<file path="src/rtl/arb_pkg.sv">
// rtl/arb_pkg.sv - shared types and constants for the data-memory arbiter
package arb_pkg;

    typedef enum logic [1:0] {
        IDLE = 2'd0,
        OWN0 = 2'd1,
        OWN1 = 2'd2
    } state_t;

    localparam int P_CORE = 0;
    localparam int P_LOAD = 1;

    // Width of the burst counter; at least one bit so MAX_BURST=1 still builds.
    function automatic int cnt_w(input int max_burst);
        return (max_burst <= 2) ? 1 : $clog2(max_burst);
    endfunction

endpackage

</file>
<file path="src/rtl/dmem_arbiter_if.sv">
// rtl/dmem_arbiter_if.sv - one requester port of the data-memory arbiter
interface dmem_arbiter_if #(
    parameter int AW = 32,
    parameter int DW = 32
);
    logic          req;
    logic          we;
    logic [AW-1:0] addr;
    logic [DW-1:0] wdata;
    logic          gnt;
    logic          rvalid;
    logic [DW-1:0] rdata;

    modport master (
        output req, we, addr, wdata,
        input  gnt, rvalid, rdata
    );

    modport slave (
        input  req, we, addr, wdata,
        output gnt, rvalid, rdata
    );
endinterface

</file>
<file path="src/rtl/rr_pick2.sv">
// rtl/rr_pick2.sv - combinational two-way priority picker with one-hot grant
module rr_pick2 (
    input  logic [1:0] req,
    input  logic       prio,
    output logic [1:0] gnt
);

    // A lone requester always wins; on a tie the favoured port wins.
    always_comb begin
        gnt = req;
        if (req == 2'b11) begin
            gnt = prio ? 2'b10 : 2'b01;
        end
    end

endmodule

</file>
<file path="src/rtl/dmem_arbiter.sv">
// rtl/dmem_arbiter.sv - round-robin arbiter sharing the data memory between core and loader
module dmem_arbiter
    import arb_pkg::*;
#(
    parameter int AW        = 32,
    parameter int DW        = 32,
    parameter int MAX_BURST = 4
) (
    input  logic          clk,
    input  logic          rst,
    input  logic          en,
    dmem_arbiter_if.slave p0,
    dmem_arbiter_if.slave p1,
    output logic          mem_en,
    output logic          mem_we,
    output logic [AW-1:0] mem_addr,
    output logic [DW-1:0] mem_wdata,
    input  logic [DW-1:0] mem_rdata
);

    localparam int            CW       = cnt_w(MAX_BURST);
    localparam logic [CW-1:0] CNT_LAST = CW'(MAX_BURST - 1);

    state_t        state;
    state_t        state_nx;
    logic [CW-1:0] burst_cnt;
    logic [CW-1:0] cnt_nx;
    logic          prio;
    logic          prio_nx;
    logic [1:0]    req;
    logic [1:0]    pick_req;
    logic [1:0]    gnt;
    logic          owner;
    logic          keep;
    logic          fav;
    logic          rd_pend;
    logic          rd_port;
    logic          rv0;
    logic          rv1;

    assign req      = {p1.req, p0.req};
    assign pick_req = (en && rst) ? req : 2'b00;

    // Decide which port the picker favours: the owner while it may keep its burst, else the other.
    always_comb begin
        owner = (state == OWN1);
        keep  = 1'b0;
        fav   = prio;
        if (state != IDLE) begin
            keep = req[owner] && (!req[~owner] || (burst_cnt < CNT_LAST));
            fav  = keep ? owner : ~owner;
        end
    end

    rr_pick2 u_pick (
        .req  (pick_req),
        .prio (fav),
        .gnt  (gnt)
    );

    // Next owner, burst count and tie priority; everything holds while disabled.
    always_comb begin
        state_nx = state;
        cnt_nx   = burst_cnt;
        prio_nx  = prio;
        if (en) begin
            if (gnt == 2'b00) begin
                state_nx = IDLE;
                cnt_nx   = '0;
            end else begin
                state_nx = gnt[P_LOAD] ? OWN1 : OWN0;
                if ((state != IDLE) && gnt[owner]) begin
                    cnt_nx = req[~owner] ? burst_cnt + CW'(1) : '0;
                end else begin
                    cnt_nx = '0;
                    if (state != IDLE) begin
                        prio_nx = owner;
                    end
                end
            end
        end
    end

    // Owner FSM state plus the read-return flag that tags next cycle's memory data.
    always_ff @(posedge clk or negedge rst) begin
        if (!rst) begin
            state     <= IDLE;
            burst_cnt <= '0;
            prio      <= 1'(P_CORE);
            rd_pend   <= 1'b0;
            rd_port   <= 1'b0;
        end else begin
            state     <= state_nx;
            burst_cnt <= cnt_nx;
            prio      <= prio_nx;
            rd_pend   <= mem_en & ~mem_we;
            rd_port   <= gnt[P_LOAD];
        end
    end

    // Route the granted port onto the memory bus; idle bus is driven to zero.
    always_comb begin
        mem_we    = 1'b0;
        mem_addr  = '0;
        mem_wdata = '0;
        case (gnt)
            2'b01: begin
                mem_we    = p0.we;
                mem_addr  = p0.addr;
                mem_wdata = p0.wdata;
            end
            2'b10: begin
                mem_we    = p1.we;
                mem_addr  = p1.addr;
                mem_wdata = p1.wdata;
            end
            default: begin
                mem_we    = 1'b0;
                mem_addr  = '0;
                mem_wdata = '0;
            end
        endcase
    end

    assign mem_en    = |gnt;
    assign rv0       = rd_pend & ~rd_port;
    assign rv1       = rd_pend & rd_port;
    assign p0.gnt    = gnt[P_CORE];
    assign p1.gnt    = gnt[P_LOAD];
    assign p0.rvalid = rv0;
    assign p1.rvalid = rv1;
    assign p0.rdata  = rv0 ? mem_rdata : '0;
    assign p1.rdata  = rv1 ? mem_rdata : '0;

endmodule

</file>
<file path="src/flat_wrapper.sv">
// flat-port wrapper written by rule: the top's interface ports become plain ports
module dmem_arbiter_flat import arb_pkg::*;
#(
    parameter int AW        = 32,
    parameter int DW        = 32,
    parameter int MAX_BURST = 4
)
  (clk, rst, en, mem_en, mem_we, mem_addr, mem_wdata, mem_rdata, p0_req, p0_we, p0_addr, p0_wdata, p0_gnt, p0_rvalid, p0_rdata, p1_req, p1_we, p1_addr, p1_wdata, p1_gnt, p1_rvalid, p1_rdata);
  dmem_arbiter_if #(.AW(AW), .DW(DW)) p0_i ();
  dmem_arbiter_if #(.AW(AW), .DW(DW)) p1_i ();
  input  logic clk;
  input  logic rst;
  input  logic en;
  output logic mem_en;
  output logic mem_we;
  output logic [AW-1:0] mem_addr;
  output logic [DW-1:0] mem_wdata;
  input  logic [DW-1:0] mem_rdata;
  input wire logic [$bits(p0_i.req)-1:0] p0_req;
  input wire logic [$bits(p0_i.we)-1:0] p0_we;
  input wire logic [$bits(p0_i.addr)-1:0] p0_addr;
  input wire logic [$bits(p0_i.wdata)-1:0] p0_wdata;
  output wire logic [$bits(p0_i.gnt)-1:0] p0_gnt;
  output wire logic [$bits(p0_i.rvalid)-1:0] p0_rvalid;
  output wire logic [$bits(p0_i.rdata)-1:0] p0_rdata;
  input wire logic [$bits(p1_i.req)-1:0] p1_req;
  input wire logic [$bits(p1_i.we)-1:0] p1_we;
  input wire logic [$bits(p1_i.addr)-1:0] p1_addr;
  input wire logic [$bits(p1_i.wdata)-1:0] p1_wdata;
  output wire logic [$bits(p1_i.gnt)-1:0] p1_gnt;
  output wire logic [$bits(p1_i.rvalid)-1:0] p1_rvalid;
  output wire logic [$bits(p1_i.rdata)-1:0] p1_rdata;
  assign p0_i.req = p0_req;
  assign p0_i.we = p0_we;
  assign p0_i.addr = p0_addr;
  assign p0_i.wdata = p0_wdata;
  assign p0_gnt = p0_i.gnt;
  assign p0_rvalid = p0_i.rvalid;
  assign p0_rdata = p0_i.rdata;
  assign p1_i.req = p1_req;
  assign p1_i.we = p1_we;
  assign p1_i.addr = p1_addr;
  assign p1_i.wdata = p1_wdata;
  assign p1_gnt = p1_i.gnt;
  assign p1_rvalid = p1_i.rvalid;
  assign p1_rdata = p1_i.rdata;
  dmem_arbiter #(.AW(AW), .DW(DW), .MAX_BURST(MAX_BURST)) u_core (.clk(clk), .rst(rst), .en(en), .p0(p0_i), .p1(p1_i), .mem_en(mem_en), .mem_we(mem_we), .mem_addr(mem_addr), .mem_wdata(mem_wdata), .mem_rdata(mem_rdata));
endmodule
</file>
<file path="config.mk">
export PLATFORM = sky130hd
export DESIGN_NAME = dmem_arbiter_flat
export DESIGN_NICKNAME = d
export VERILOG_FILES = /design/src/rtl/arb_pkg.sv /design/src/rtl/dmem_arbiter_if.sv /design/src/rtl/rr_pick2.sv /design/src/rtl/dmem_arbiter.sv /design/src/flat_wrapper.sv
export SDC_FILE = /design/constraint.sdc
export NUM_CORES = 1
export LEC_CHECK = 0
export ABC_CLOCK_PERIOD_IN_PS = 3250
export CORE_AREA = 5 5 115 117
export DETAILED_ROUTE_END_ITERATION = 8
export DIE_AREA = 0 0 120 122
export PLACE_DENSITY = 0.62
export SKIP_LAST_GASP = 1
export SYNTH_ARGS = -nofsm -noshare
export SYNTH_HDL_FRONTEND = slang
export SYNTH_SLANG_ARGS = --single-unit
export TNS_END_PERCENT = 1
</file>
<file path="constraint.sdc">
create_clock -name clk -period 3.25 [get_ports clk]
set_input_delay 0.65 -clock clk [delete_from_list [all_inputs] [get_ports clk]]
set_output_delay 0.65 -clock clk [all_outputs]
set_load 0.01 [all_outputs]
</file>
==> results of run 1 <==
## per-layer routing
layer	GRT usage [%]	vias up	share of wire, %
li1	-	1597	-
met1	16.1	1539	37
met2	30.3	191	52
met3	4.46	14	9.4
met4	3.58	0	1.5
met5	0	-	0
## sequential cells by signal (all words and copies together), names as in the netlist
name / cells
u_core.burst_cnt: 2
u_core.state: 2
u_core.prio: 1
u_core.rd_pend: 1
u_core.rd_port: 1
## cells in the mapped netlist, drive strengths merged, types with 2 or more instances
cell     n
a22oi   65
a31oi    2
and2    33
and3    33
buf     14
clkbuf  17
dfrtp    7
ha       5
inv      6
nand2    5
nand2b   2
nand3    4
nor2     3
nor2b   65
o21ai    4
## how the worst min path moves through the flow
| stage | endpoint | startpoint | slack (ns) | cells past startpoint |
|---|---|---|---|---|
| 2_1_floorplan | u_core.burst_cnt[0] | rst | 0.35 | 0 |
| 3_3_place_gp | u_core.burst_cnt[1] | u_core.burst_cnt[1] | 0.53 | 2 |
| 3_5_place_dp | u_core.prio | u_core.state[0] | 0.55 | 1 |
| 4_1_cts | u_core.prio | rst | 0.54 | 2 |
| 5_1_grt | u_core.rd_pend | rst | 0.56 | 2 |
| 6_report | u_core.rd_pend | rst | 0.54 | 2 |
## power by group
group	switching, mW	internal (mW)	leakage, nW
Clock	0.0431	0.163	0.0382
Combinational	0.166	0.317	2.12
Sequential	0.00291	0.0902	0.0963
Total	0.212	0.570	2.25
## worst reg2reg max path, stage by stage, from the launching register on
cell and delay (ns):
dfrtp_1 0.37, ha_1 0.30, o2111ai_2 0.31, nand3_4 0.16, ha_4 0.19, buf_4 0.13, nand3b_1 0.17, nor2_1 0.13
a21oi_2 0.09, o41ai_2 0.29
## cells by family (layout without fill, tap and decap cells)
| kind of cell | count (synthesis) | after routing |
|---|---|---|
| mux | 1 | 1 |
| fa+ha+maj | 5 | 5 |
| flops | 7 | 7 |
| compound gates | 78 | 78 |
| buf+inv | 37 | 336 |
| simple gates | 149 | 149 |
## final cells by class
class	count	area (um^2)
clock buffers	4	78.8
multi-input cells	233	1660
fillers	1232	6830
inverters	6	22.5
flip-flops and latches	7	175
repair buffers	326	3310
well taps	150	188
## stage by stage
stage | utilization, % | instance area (um^2) | std cells
floorplan | - | 1910 | 277
global placement | 42.4 | 5200 | 717
detailed placement | 42.4 | 5200 | 717
CTS | 43.9 | 5390 | 725
global route | 44.3 | 5430 | 726
finish | 44.3 | 5430 | 726
## repair_timing
action                                  CTS  global route
buffers inserted                          2             0
endpoints found under the hold margin     0             0
resized for setup                        49             8
endpoints found under the setup margin   66            65
cloned                                    2             1
pin swaps                                 2             0
==> metrics.txt, run 1 <==
Synth Area in Compound Gates=31.4%; Core Rows=41; initial antenna violation count=0; Arr. time, crit path=2.87 ns; NumNets Final=749; Yosys reg bits=7; main flop type after synthesis=dfrtp_1; fmax=0.284 GHz; worst reg2reg path startpoint=u_core.burst_cnt[0]; Slew headroom=75.1%; post-route setup TNS=-10.90 ns; area grow syn2layout=185%; vias in the first global route=3,446; area share of the largest cell type after synthesis=25.6%; Clock Path Buffers=2; H-Tree Depth=1; Final HPWL DP=10.3 mm; pin count of the biggest net entering global routing=54; root buffer cell=clkbuf_16; WP buf/inv=4; largest cells by area after synthesis=a22oi_1 (26%), nor2b_1 (21%), and2_1 (11%); critical path data required time=2.60 ns; hold-fix buffers at CTS=0; die area=14,600 um^2; GPL Wtd Cong=0.796; final hold violation count=0; Crit Reg-Reg Endpoint=u_core.burst_cnt[0]; die width=120 um; Tcrit/Tclk final=108%; via count=3,341; most common cell after layout, fill and taps aside=clkdlybuf4s50_1; post-synth cell types=29; hold crit path type=in -> async; CP Depth=10; routed wire length per instance=17.9 um; commonest non-fill, non-tap cells in the layout=clkdlybuf4s50_1 (257), a22oi_1 (65), nor2b_1 (65); Critical Path Start=en; I/O Buffers=300; via/cell ratio=4.60; synth warn=0; Final ANT Viol Nets=0; XOR/XNOR Fraction of Synth Area=0%; CTS clk-pin slew, worst paths=0.04 ns; Core Region=12,300 um^2; failing checks=setup timing; post-synthesis simple-gate area fraction=47.8%; cell mode on critical path=clkdlybuf4s50_1; R2R setup slack=1.00 ns; Inserted Clock Buffers=3; post-synthesis sequential area ratio=9.18%; Final min period=3.52 ns; CTS Sinks=7; Worst Path Max Fanout=17; Clk Latency, worst-skew pair=0.23 ns; area leader, netlist=a22oi_1; Min Hold Slack=0.543 ns; largest family of logic cells by synthesized area=simple AND/OR/NAND/NOR gates; max cap viols=0; IO Pins=301; worst path cell trace=clkdlybuf4s50_1 -> nand3_1 -> a31oi_4 -> o21ai_4 -> inv_2 -> ha_4 -> buf_12 -> a22oi_1 -> nor2b_1 -> clkdlybuf4s50_1; Worst path top cell family by delay=buffers and inverters; Die Y-Extent=122 um; Post-synth EDFFs=0; gr usage total=15.5%; synthesized cell area=1910 um^2; first-pass GRT wire length=18.3 mm; status=complete, but fails checks; critical path endpoint category=output port; CP endpoint=mem_wdata[7]; drt pass-1 iters=4; Mapped Nets=449; Worst Reg-to-Reg Cells=9; Async S/R FF share, synth=100%; DR DRC count=0; Worst path max stage delay=0.55 ns; unrepaired setup endpoints after global routing=yes; CP max stage cell=clkdlybuf4s50_1; Diodes inserted=0; Tightest Pin Transition=0.369 ns; Slew Viols, Final=0; CTS tree=built; Clock Skews=0.00240 ns; Leak=2.25 nW; Cells after Synth=277; WL final=13.0 mm; Peak VDD IR=0.000141 V; layout cell share with drive strength beyond 1=7.29%; pre-CTS setup slack=-0.610 ns; adder-cell share of the synthesized area=3.28%; syn avg cell area=6.89 um^2; WS Path Type=in -> out; total gr overflow=0; starting DRC count in detailed routing=142; Setup Viol. Count Final=58; mux cell area share after synthesis=0.525%; Initial Util=15.6%; setup ws final=-0.268 ns; Power Total=782 uW; Power Density=144 nW/um^2; Worst setup SP type=primary input
Power figures use the tool's default switching activity.
==> run 2, diff against run 1 <==
--- a/config.mk
+++ b/config.mk
@@ -5,10 +5,12 @@
 export SDC_FILE = /design/constraint.sdc
 export NUM_CORES = 1
 export LEC_CHECK = 0
-export ABC_CLOCK_PERIOD_IN_PS = 3250
+export ABC_CLOCK_PERIOD_IN_PS = 3700
+export CAP_MARGIN = 20
 export CORE_AREA = 5 5 115 117
 export DETAILED_ROUTE_END_ITERATION = 8
 export DIE_AREA = 0 0 120 122
+export MAX_ROUTING_LAYER = met4
 export PLACE_DENSITY = 0.62
 export SKIP_LAST_GASP = 1
 export SYNTH_ARGS = -nofsm -noshare
==> constraint.sdc (replaced) <==
create_clock -name clk -period 3.7 [get_ports clk]
set_input_delay 0.74 -clock clk [delete_from_list [all_inputs] [get_ports clk]]
set_output_delay 0.74 -clock clk [all_outputs]
set_load 0.01 [all_outputs]
==> metrics.txt, run 2 (synthesized netlist as in run 1, its figures left out) <==
status=complete, but fails checks; failing checks=setup timing; Core Region=12,300 um^2 (unchanged); max cap viols=0 (unchanged); critical path endpoint category=output port; Slew headroom=48.8% (-26 points); root buffer cell=clkbuf_16; Tightest Pin Transition=0.768 ns (+0.399 ns); worst hold stages=1; critical path data required time=2.96 ns (+0.36 ns); Core Rows=41 (unchanged); layout cell share with drive strength beyond 1=5.65% (-1.6 points); setup ws final=-0.158 ns (+0.110 ns); final hold violation count=0 (unchanged); WL met1=4.86 mm (about the same); first-pass GRT wire length=18.0 mm (-2.0%); CTS Sinks=7 (unchanged); Clock Skews=0.000368 ns (-0.00203 ns); drt pass-1 iters=6 (+2); area grow syn2layout=176%; Setup Viol. Count Final=63 (+8.6%); Worst Path Max Fanout=34 (+17); Inserted Clock Buffers=3 (unchanged); hold crit path type=reg -> reg; Final min period=3.86 ns; fmax=0.259 GHz; met2 WL post-DR=6.48 mm (-3.7%); Final ANT Viol Nets=0 (unchanged); Power Total=668 uW (-15%); vias in the first global route=3,410 (-1.0%); Min Hold Slack=0.509 ns (-0.0343 ns); Top Registers=u_core.burst_cnt (2), u_core.state (2); die width=120 um (unchanged); gr usage total=15.6% (+0.17 points); via count=3,272 (-2.1%); total gr overflow=0 (unchanged); CTS clk-pin slew, worst paths=0.04 ns (about the same); Worst Reg-to-Reg Cells=10 (+1); Diodes inserted=0 (unchanged); Routed met3 length=879 um (-28%); via/cell ratio=4.57 (-0.70%); Worst setup SP type=primary input; most common cell after layout, fill and taps aside=clkdlybuf4s50_1; routed wire length per instance=17.4 um (-3.1%); Die Y-Extent=122 um (unchanged); initial antenna violation count=0 (unchanged); Final HPWL DP=10.3 mm (+0.55%); H-Tree Depth=1 (unchanged); GPL Wtd Cong=0.890 (+12%); CTS tree=built; pin count of the biggest net entering global routing=54 (unchanged); Slew Viols, Final=0 (unchanged); WL final=12.4 mm (-4.5%); unrepaired setup endpoints after global routing=yes; DR top layer=met4; I/O Buffers=300 (unchanged); Initial Util=15.6% (unchanged); Arr. time, crit path=3.12 ns (+0.25 ns); Clk Latency, worst-skew pair=0.23 ns (about the same); starting DRC count in detailed routing=132 (-7.0%); Power Density=127 nW/um^2 (-12%); IO Pins=301 (unchanged); die area=14,600 um^2 (unchanged); Leak=1.92 nW (-15%); Filler cells=1,254 (+1.8%); Tcrit/Tclk final=104%; Clock Path Buffers=2 (unchanged); NumNets Final=739 (-1.3%); Peak VDD IR=0.000116 V (-17%); commonest non-fill, non-tap cells in the layout=clkdlybuf4s50_1 (297), nor2b_1 (65), a22oi_1 (62); WS Path Type=in -> out; DR DRC count=0 (unchanged)
-- run 2: cell types whose count changed in the layout (fill, tap and decap cells not counted), sizes merged --
| cell | change |
|---|---|
| clkbuf | -1 |
| clkdlybuf4s50 | +40 |
| clkdlybuf4s15 | -1 |
| buf | -7 |
| dlymetal6s2s | -5 |
| dlygate4sd2 | -34 |
| bufbuf | -2 |
-- run 2: area by class of cell --
class	instances	area [um^2]	share of cell area, %
Timing Repair Buffer	316	3190	60.5
Multi-Input combinational cell	233	1620	30.7
Tap cell	150	188	3.56
Sequential cell	7	175	3.32
Clock buffer	4	78.8	1.50
Inverter	6	22.5	0.427
-- run 2: power breakdown --
part           switching [mW]  leakage [nW]  internal [mW]
sequential            0.00205        0.0963         0.0792
clock                  0.0394        0.0382          0.143
combinational           0.138          1.78          0.266
total                   0.180          1.92          0.488
-- run 2: per-stage QoR --
step / setup WS, ns / instances / area, um^2 / util, % / TNS (ns)
after floorplan: 0.602 / 277 / 1910 / - / 0
after global routing: -0.276 / 716 / 5270 / 43.0 / -14.65
after detailed placement: -0.340 / 712 / 5160 / 42.1 / -17.45
final: -0.158 / 716 / 5270 / 43.0 / -5.10
after CTS: -0.251 / 716 / 5240 / 42.8 / -13.38
after global placement: -0.212 / 712 / 5160 / 42.1 / -10.71
-- run 2: worst max-delay path, cell delays in order --
cell             delay, ns
clkdlybuf4s50_1       0.56
nand2_1               0.10
or2_1                 0.25
nand3_2               0.14
inv_1                 0.09
ha_2                  0.23
buf_12                0.17
a22oi_1               0.25
nor2b_1               0.08
clkdlybuf4s50_1       0.49
-- run 2: what timing repair did --
action,CTS,global route
hold buffers,0,0
hold endpoints to repair,0,0
endpoints found under the setup margin,65,65
buffers inserted,0,0
gates resized for setup,3,7
-- run 2: path summary, 6_finish.rpt --
| kind | start | end | slack [ns] |
|---|---|---|---|
| setup / recovery | p0_req | mem_addr[24] | -0.16 |
| hold / removal | u_core.burst_cnt[0] | u_core.burst_cnt[0] | 0.51 |
| setup reg to reg | u_core.burst_cnt[0] | u_core.rd_pend | 1.44 |
| hold reg to reg | u_core.burst_cnt[0] | u_core.burst_cnt[0] | 0.51 |
| max in group asynchronous | rst | u_core.rd_pend | 2.71 |
| min in group asynchronous | rst | u_core.burst_cnt[1] | 0.87 |
-- run 2: layer usage --
layer,vias to the layer above,GRT usage [%]
li1,1570,-
met4,0,3.65
met1,1489,17.6
met5,-,-
met3,16,2.37
met2,197,29.1
